## src/rtl/hazard_controller.sv

```systemverilog
// Pipeline hazard controller: load-use stalls, branch flushes, memory freeze,
// halt and timeout. Optional perf counters via `define HAZARD_PERF_CNT_EN.
module hazard_controller #(
  parameter int MEM_TIMEOUT = 16
) (
  input  logic        clk,
  input  logic        reset,
  input  logic [4:0]  id_rs,
  input  logic [4:0]  id_rt,
  input  logic [4:0]  ex_rt,
  input  logic        ex_mem_read,
  input  logic        id_branch_taken,
  input  logic        id_jump,
  input  logic        mem_req,
  input  logic        mem_ready,
  input  logic        halt_req,
  output logic        pc_write,
  output logic        ifid_write,
  output logic        idex_write,
  output logic        exmem_write,
  output logic        ifid_flush,
  output logic        idex_bubble,
  output logic        memwb_bubble,
  output logic        halted,
  output logic        mem_timeout,
  output logic [31:0] cycle_cnt,
  output logic [31:0] stall_cnt,
  output logic [31:0] flush_cnt
);

  localparam int WW = $clog2(MEM_TIMEOUT + 1);

  typedef enum logic [1:0] {
    S_START,
    S_RUN,
    S_WAIT,
    S_HALT
  } state_t;

  state_t          r_state;
  logic [WW-1:0]   r_wait;
  logic            r_halted;
  logic            r_tout;

  logic            w_active;
  logic            w_freeze;
  logic            w_hit;
  logic            w_loaduse;
  logic            w_flush;
  logic            w_tout;

  // MEM_WAIT behaves like RUN once mem_ready releases the freeze.
  assign w_active  = (r_state == S_RUN) | (r_state == S_WAIT);
  assign w_freeze  = w_active & mem_req & ~mem_ready;
  assign w_hit     = ex_mem_read & (|ex_rt) &
                     ((ex_rt == id_rs) | (ex_rt == id_rt));
  assign w_loaduse = w_active & ~w_freeze & w_hit;
  assign w_flush   = w_active & ~w_freeze & ~w_loaduse &
                     (id_branch_taken | id_jump);
  assign w_tout    = w_freeze & (r_wait == WW'(MEM_TIMEOUT - 1));

  // Controller FSM with registered halt/timeout status.
  always_ff @(posedge clk or posedge reset) begin
    if (reset) begin
      r_state  <= S_START;
      r_wait   <= '0;
      r_halted <= 1'b0;
      r_tout   <= 1'b0;
    end else begin
      unique case (r_state)
        S_START: begin
          r_state <= S_RUN;
          r_wait  <= '0;
        end
        S_RUN, S_WAIT: begin
          if (w_freeze) begin
            if (w_tout) begin
              r_state  <= S_HALT;
              r_halted <= 1'b1;
              r_tout   <= 1'b1;
            end else begin
              r_state <= S_WAIT;
              r_wait  <= r_wait + WW'(1);
            end
          end else begin
            r_wait <= '0;
            if (halt_req) begin
              r_state  <= S_HALT;
              r_halted <= 1'b1;
            end else begin
              r_state <= S_RUN;
            end
          end
        end
        S_HALT: begin
          r_state <= S_HALT;
        end
      endcase
    end
  end

  assign halted      = r_halted;
  assign mem_timeout = r_tout;

  // Stage enables and NOP inserts; the selectors are mutually exclusive.
  always_comb begin
    pc_write     = 1'b1;
    ifid_write   = 1'b1;
    idex_write   = 1'b1;
    exmem_write  = 1'b1;
    ifid_flush   = 1'b0;
    idex_bubble  = 1'b0;
    memwb_bubble = 1'b0;
    unique case (1'b1)
      (r_state == S_START): begin
        pc_write     = 1'b0;
        ifid_write   = 1'b0;
        idex_write   = 1'b0;
        exmem_write  = 1'b0;
        ifid_flush   = 1'b1;
        idex_bubble  = 1'b1;
        memwb_bubble = 1'b1;
      end
      (r_state == S_HALT): begin
        pc_write    = 1'b0;
        ifid_write  = 1'b0;
        ifid_flush  = 1'b1;
        idex_bubble = 1'b1;
      end
      w_freeze: begin
        pc_write     = 1'b0;
        ifid_write   = 1'b0;
        idex_write   = 1'b0;
        exmem_write  = 1'b0;
        memwb_bubble = 1'b1;
      end
      w_loaduse: begin
        pc_write    = 1'b0;
        ifid_write  = 1'b0;
        idex_bubble = 1'b1;
      end
      w_flush: begin
        ifid_flush = 1'b1;
      end
      default: begin
        pc_write = 1'b1;
      end
    endcase
  end

`ifdef HAZARD_PERF_CNT_EN
  logic [31:0] r_cyc;
  logic [31:0] r_stall;
  logic [31:0] r_flush;

  // Performance counters, wrapping modulo 2^32.
  always_ff @(posedge clk or posedge reset) begin
    if (reset) begin
      r_cyc   <= '0;
      r_stall <= '0;
      r_flush <= '0;
    end else begin
      if (w_active)
        r_cyc <= r_cyc + 32'd1;
      if (w_freeze | w_loaduse)
        r_stall <= r_stall + 32'd1;
      if ((r_state == S_RUN) & w_flush)
        r_flush <= r_flush + 32'd1;
    end
  end

  assign cycle_cnt = r_cyc;
  assign stall_cnt = r_stall;
  assign flush_cnt = r_flush;
`else
  assign cycle_cnt = 32'd0;
  assign stall_cnt = 32'd0;
  assign flush_cnt = 32'd0;
`endif

endmodule

```

## config.mk

```make
export PLATFORM = sky130hd
export DESIGN_NAME = hazard_controller
export DESIGN_NICKNAME = d
export VERILOG_FILES = /design/src/rtl/hazard_controller.sv
export SDC_FILE = /design/constraint.sdc
export NUM_CORES = 1
export LEC_CHECK = 0
export ABC_AREA = 1
export CAP_MARGIN = 5
export CORE_MARGIN = 2
export CORE_UTILIZATION = 29
export CTS_CLUSTER_SIZE = 40
export DETAILED_ROUTE_END_ITERATION = 6
export GPL_TIMING_DRIVEN = 0
export PLACE_DENSITY = 0.79
export SLEW_MARGIN = 20
export SYNTH_ARGS = -nofsm -noshare
export SYNTH_HDL_FRONTEND = slang
export SYNTH_SLANG_ARGS = --single-unit
```

## constraint.sdc

```tcl
create_clock -name clk -period 1.6 [get_ports clk]
set_input_delay 0.32 -clock clk [delete_from_list [all_inputs] [get_ports clk]]
set_output_delay 0.32 -clock clk [all_outputs]
set_load 0.01 [all_outputs]
```

## Word-level counts from Yosys, hierarchy flattened

Cells that the tools add are included.

| cells by class | value |
|---|---|
| $add $sub $neg | 1 |
| equal/unequal tests | 8 |
| multiplexer cells | 15 |
| bitwise logic cells | 15 |
| reductions and logical operators | 12 |

Operator list:

| kind | count |
|---|---|
| == test 5 bit | 2 |
| two-way mux 5 bit | 2 |
| case mux 5 bit (2 select lines) | 1 |
| bitwise AND 1 bit | 9 |
| two-way mux 1 bit | 9 |
| case mux 2 bit (3 select lines) | 1 |
| AND reduction 3 bit | 2 |
| OR reduction 3 bit | 2 |
| adder 5 x 1 -> 5 bit (second input constant) | 1 |
| == test 5 x 4 -> 1 bit (second input constant) | 1 |
| OR reduction 5 bit | 1 |
| == test 2 bit (second input constant) | 2 |
| two-way mux 2 bit | 2 |
| nonzero test 2 bit | 2 |
| OR reduction 2 bit | 2 |
| OR reduction 4 bit | 1 |
| != test 3 bit (second input constant) | 1 |
| NOT 1 bit | 3 |
| bitwise OR 1 bit | 3 |
| == test 2 x 1 -> 1 bit (second input constant) | 1 |
| logical NOT 2 bit | 1 |
| != test 2 x 1 -> 1 bit (second input constant) | 1 |
| AND reduction 2 bit | 1 |

| storage, ports and cells | value |
|---|---|
| register bits | 9 |
| input port bits | 23 |
| output and inout port bits | 105 |
| word-level logic and storage cells | 55 |

## Depth between registers and ports, before layout

| logic depth | value |
|---|---|
| depth in word-level cells | 12 |
| gate-level depth with buffers | 10 |

## Worst setup path before layout

No wires, ideal clock.

| path | value |
|---|---|
| path kind | reg-to-output |
| start | register r_state[0] |
| end | output pc_write |
| arrival | 1.454 ns |
| setup slack | -0.174 ns |
| cell stages (with the launch flop) | 8 |
| buffers on the path | 1 |
| cell sequence | dfrtp_1 > inv_1 > ha_1 > nand2_2 > nor2_4 > nor2_1 > a21boi_1 > buf_4 |

| between the ends | value |
|---|---|
| longest elaborated chain between the ends | 9 |
| elaborated cells between the ends (all ways) | 12 |
| classes of those cells | 3 x eq/ne; 1 x mux; 6 x bitwise; 2 x reduce/logical |

RTL lines:

| what | RTL line | RTL |
|---|---|---|
| from (decl) | 40 | `state_t r_state;` |
| from (signal assigned) | 65 | `r_state <= S_START;` |
| from (signal assigned) | 72 | `r_state <= S_RUN;` |
| from (signal assigned) | 78 | `r_state <= S_HALT;` |
| == test 2 x 1 -> 1 bit or == test 2 bit (tied branches) | 53 | `assign w_active = (r_state == S_RUN) \| (r_state == S_WAIT);` |
| bitwise OR 1 bit | 53 |  |
| bitwise AND 1 bit (2 in a row) | 54 | `assign w_freeze = w_active & mem_req & ~mem_ready;` |
| NOT 1 bit | 57 | `assign w_loaduse = w_active & ~w_freeze & w_hit;` |
| bitwise AND 1 bit (2 in a row) | 57 |  |
| OR reduction 4 bit (no line) (*) | n/a |  |
| two-way mux 1 bit (*) | n/a |  |
| to (decl) | 17 | `output logic pc_write,` |

Mark *: on every way between the ends. The rest lies on a longest branch, timed or not.

## Worst setup path after layout

| path | value |
|---|---|
| start | register r_state[0] |
| end | output pc_write |

| between the ends | value |
|---|---|
| longest elaborated chain between the ends | 9 |
| elaborated cells between the ends (all ways) | 12 |
| classes of those cells | 3 x eq/ne; 1 x mux; 6 x bitwise; 2 x reduce/logical |

RTL lines:

| what | RTL line | RTL |
|---|---|---|
| == test 2 x 1 -> 1 bit or == test 2 bit (tied branches) | 53 |  |
| bitwise OR 1 bit | 53 |  |
| bitwise AND 1 bit (2 in a row) | 54 |  |
| NOT 1 bit | 57 |  |
| bitwise AND 1 bit (2 in a row) | 57 |  |
| OR reduction 4 bit (no line) (*) | n/a |  |
| two-way mux 1 bit (*) | 114 | `unique case (1'b1)` |

Marks and branches as above.

==> run metrics <==
global-route usage over all layers=a little under a tenth; vias=1362; Skew-Pair Late Insertion Delay=0.24 ns; CTS tree=done; number of max-cap violations=0; met2 usage=19.9%; number of global-route vias before repair=1060; failing checks=setup timing; maximum vdd ir drop=0.000626 V; fmax=around 540 MHz; global-route wire length before repair=roughly 4300 um; initial antenna violation count=0; max-slew violations=0; Clock transition at path regs=~0.04 ns; final instance area=2420 um2; WL per Instance=~7.5 um; # setup viols final=12; DRC viols=0; RePlAce Congestion=0.818; Period minus WS final=~1.9 ns; I/O pins=around 130; TNS Setup=-1.38 ns; PD cells=960 nW/um2; clock sink count=9; die height=75.1 um; final wirelength=~3100 um; vias per cell=between 3 and 4; Clock Root Buffer=clkbuf_8; area grow syn2layout=65.0%; Worst setup EP type=primary output; ratio of cells with drive above 1 in the final layout=about two fifths; synthesized cell area=1470 um2; worst-path maximum fanout=3; critical path class=register to primary output; Worst Path Arrival=around 1.5 ns; Min-Delay Path Class=primary input to async pin; die width=about 75 um; dpl cell area=2240 um2; grt ovf=0; CTS HTree Levels=1; Avg Cell Area, Syn=6.96 um2; GR Util met1=9.36%; synth unique cells=28; Ant. Diodes=0; First-pass DRT Iterations=4; GRT busiest layer=met2; ANT nets after route=0; Layout Utilization=approximately 50%; CTS Buf Count=3; Port Buffers=31; met3 Use GR=1.74%; core area=a little under 5000 um2; status=finished with violations; post-synthesis sequential area ratio=about 15%; Tot Pwr=2.32 mW; Synth warnings=0; initial core utilization=about 30%; count of state elements after synthesis=9; fin nets=381; largest net degree at the start of global routing=10; final worst slack=-0.257 ns; Iter 0 DRT Violations=45; row count=25; fin crit share=116%; RSZ-0062 raised after global routing=yes; cells after synthesis=211; CP Launch Type=register; Worst EP required=1.28 ns; worst-case clock buffer depth=2; hpwl dp=2640 um; die area=between 5000 and 6000 um2; Leakage=1.52 nW; final hold viol count=0; skew final=0.00252 ns
worst paths after layout:
kind,from,endpoint,slack (ns),depth (start not counted)
setup reg to reg,r_state[0],r_wait[4],-0.05,11
setup / recovery,r_state[0],pc_write,-0.26,8
max in group asynchronous,reset,r_wait[4],0.99,2
hold / removal,reset,r_wait[2],0.35,2
min in group clk,halted,halted,0.46,1
hold reg to reg,halted,halted,0.46,1
logic make-up after synthesis:
group                      Yosys count  share of synthesized area, %
AOI/OAI and AO/OA                   12                          5.46
other                                1                         0.256
and+or+nand+nor                     57                          17.1
adders and majority gates            4                          3.41
buffers and inverters              126                          57.3
DFF                                  9                          15.3
xor gates and xnor gates             2                          1.19
cells in the final DEF (no fill, tap or decap), types with 3 or more instances in the layout:
master	count
buf_2	3
buf_4	106
buf_6	8
clkbuf_8	3
clkdlybuf4s50_1	11
conb_1	96
dfrtp_1	9
dlygate4sd2_1	13
inv_1	20
inv_2	8
nand2_1	31
nand3_1	5
nor2_1	7
nor2_4	4
o21ai_1	3
worst max-delay path: stages (launching register included):
cell	delay, ns
dfrtp_1	0.35
inv_2	0.05
ha_4	0.28
nand2_4	0.05
nor2_4	0.15
nor2_4	0.05
a21boi_4	0.14
buf_6	0.11
buf_6	0.11
sequential cells by signal, summed over array words and instances, names as in the netlist:
name,flops
r_wait,5
r_state,2
mem_timeout,1
halted,1
layer usage:
| layer | part of all wire [%] | vias up |
|---|---|---|
| li1 | - | 725 |
| met1 | 33 | 565 |
| met2 | 57 | 70 |
| met3 | 9.6 | 2 |
| met4 | 0.38 | 0 |
| met5 | 0 | - |
stage by stage:
stage               hold slack (ns)  instances  setup WS, ns
global placement              0.447        404        -0.738
floorplan                     0.148        306        0.0409
detailed placement            0.451        404        -0.753
CTS                           0.368        413        -0.289
finish                        0.350        420        -0.257
global route                  0.415        420        -0.334
power breakdown:
part	switching, mW	total (mW)	leakage, nW	internal, mW
Clock	0.0922	0.266	0.0228	0.174
Combinational	0.810	1.73	1.39	0.923
Sequential	0.0425	0.326	0.108	0.283
synth_stat cells (all sizes together):
cell type / number / area, um2
nand3: 6 / 35.0
conb: 1 / 3.75
a21o: 1 / 7.51
or2: 1 / 6.26
and3: 1 / 6.26
nand4: 1 / 6.26
xnor2: 2 / 17.5
dfrtp: 9 / 225
o22ai: 1 / 6.26
nor2: 13 / 58.8
nand2: 34 / 133
a21oi: 2 / 13.8
nor3: 1 / 5.00
a22o: 1 / 8.76
o21ai: 5 / 28.8
inv: 28 / 105
ha: 4 / 50.1
a21boi: 1 / 7.51
o21bai: 1 / 7.51
buf: 98 / 736
cell type report:
| cell class | instances | area (um2) |
|---|---|---|
| Fill cell | 476 | 2390 |
| Sequential cell | 9 | 225 |
| Inverter | 28 | 105 |
| Multi-Input combinational cell | 171 | 838 |
| Timing Repair Buffer | 43 | 382 |
| Tap cell | 67 | 83.8 |
| Buffer | 98 | 743 |
| Clock buffer | 4 | 45.0 |
what timing repair did:
item / 4_1_cts / 5_1_grt
setup buffers: 5 / 7
endpoints found under the setup margin: 8 / 14
pin swaps: 9 / 6
resized for setup: 54 / 11
hold buffers: 0 / 0
Note: power is estimated with default switching activity, not from simulation.
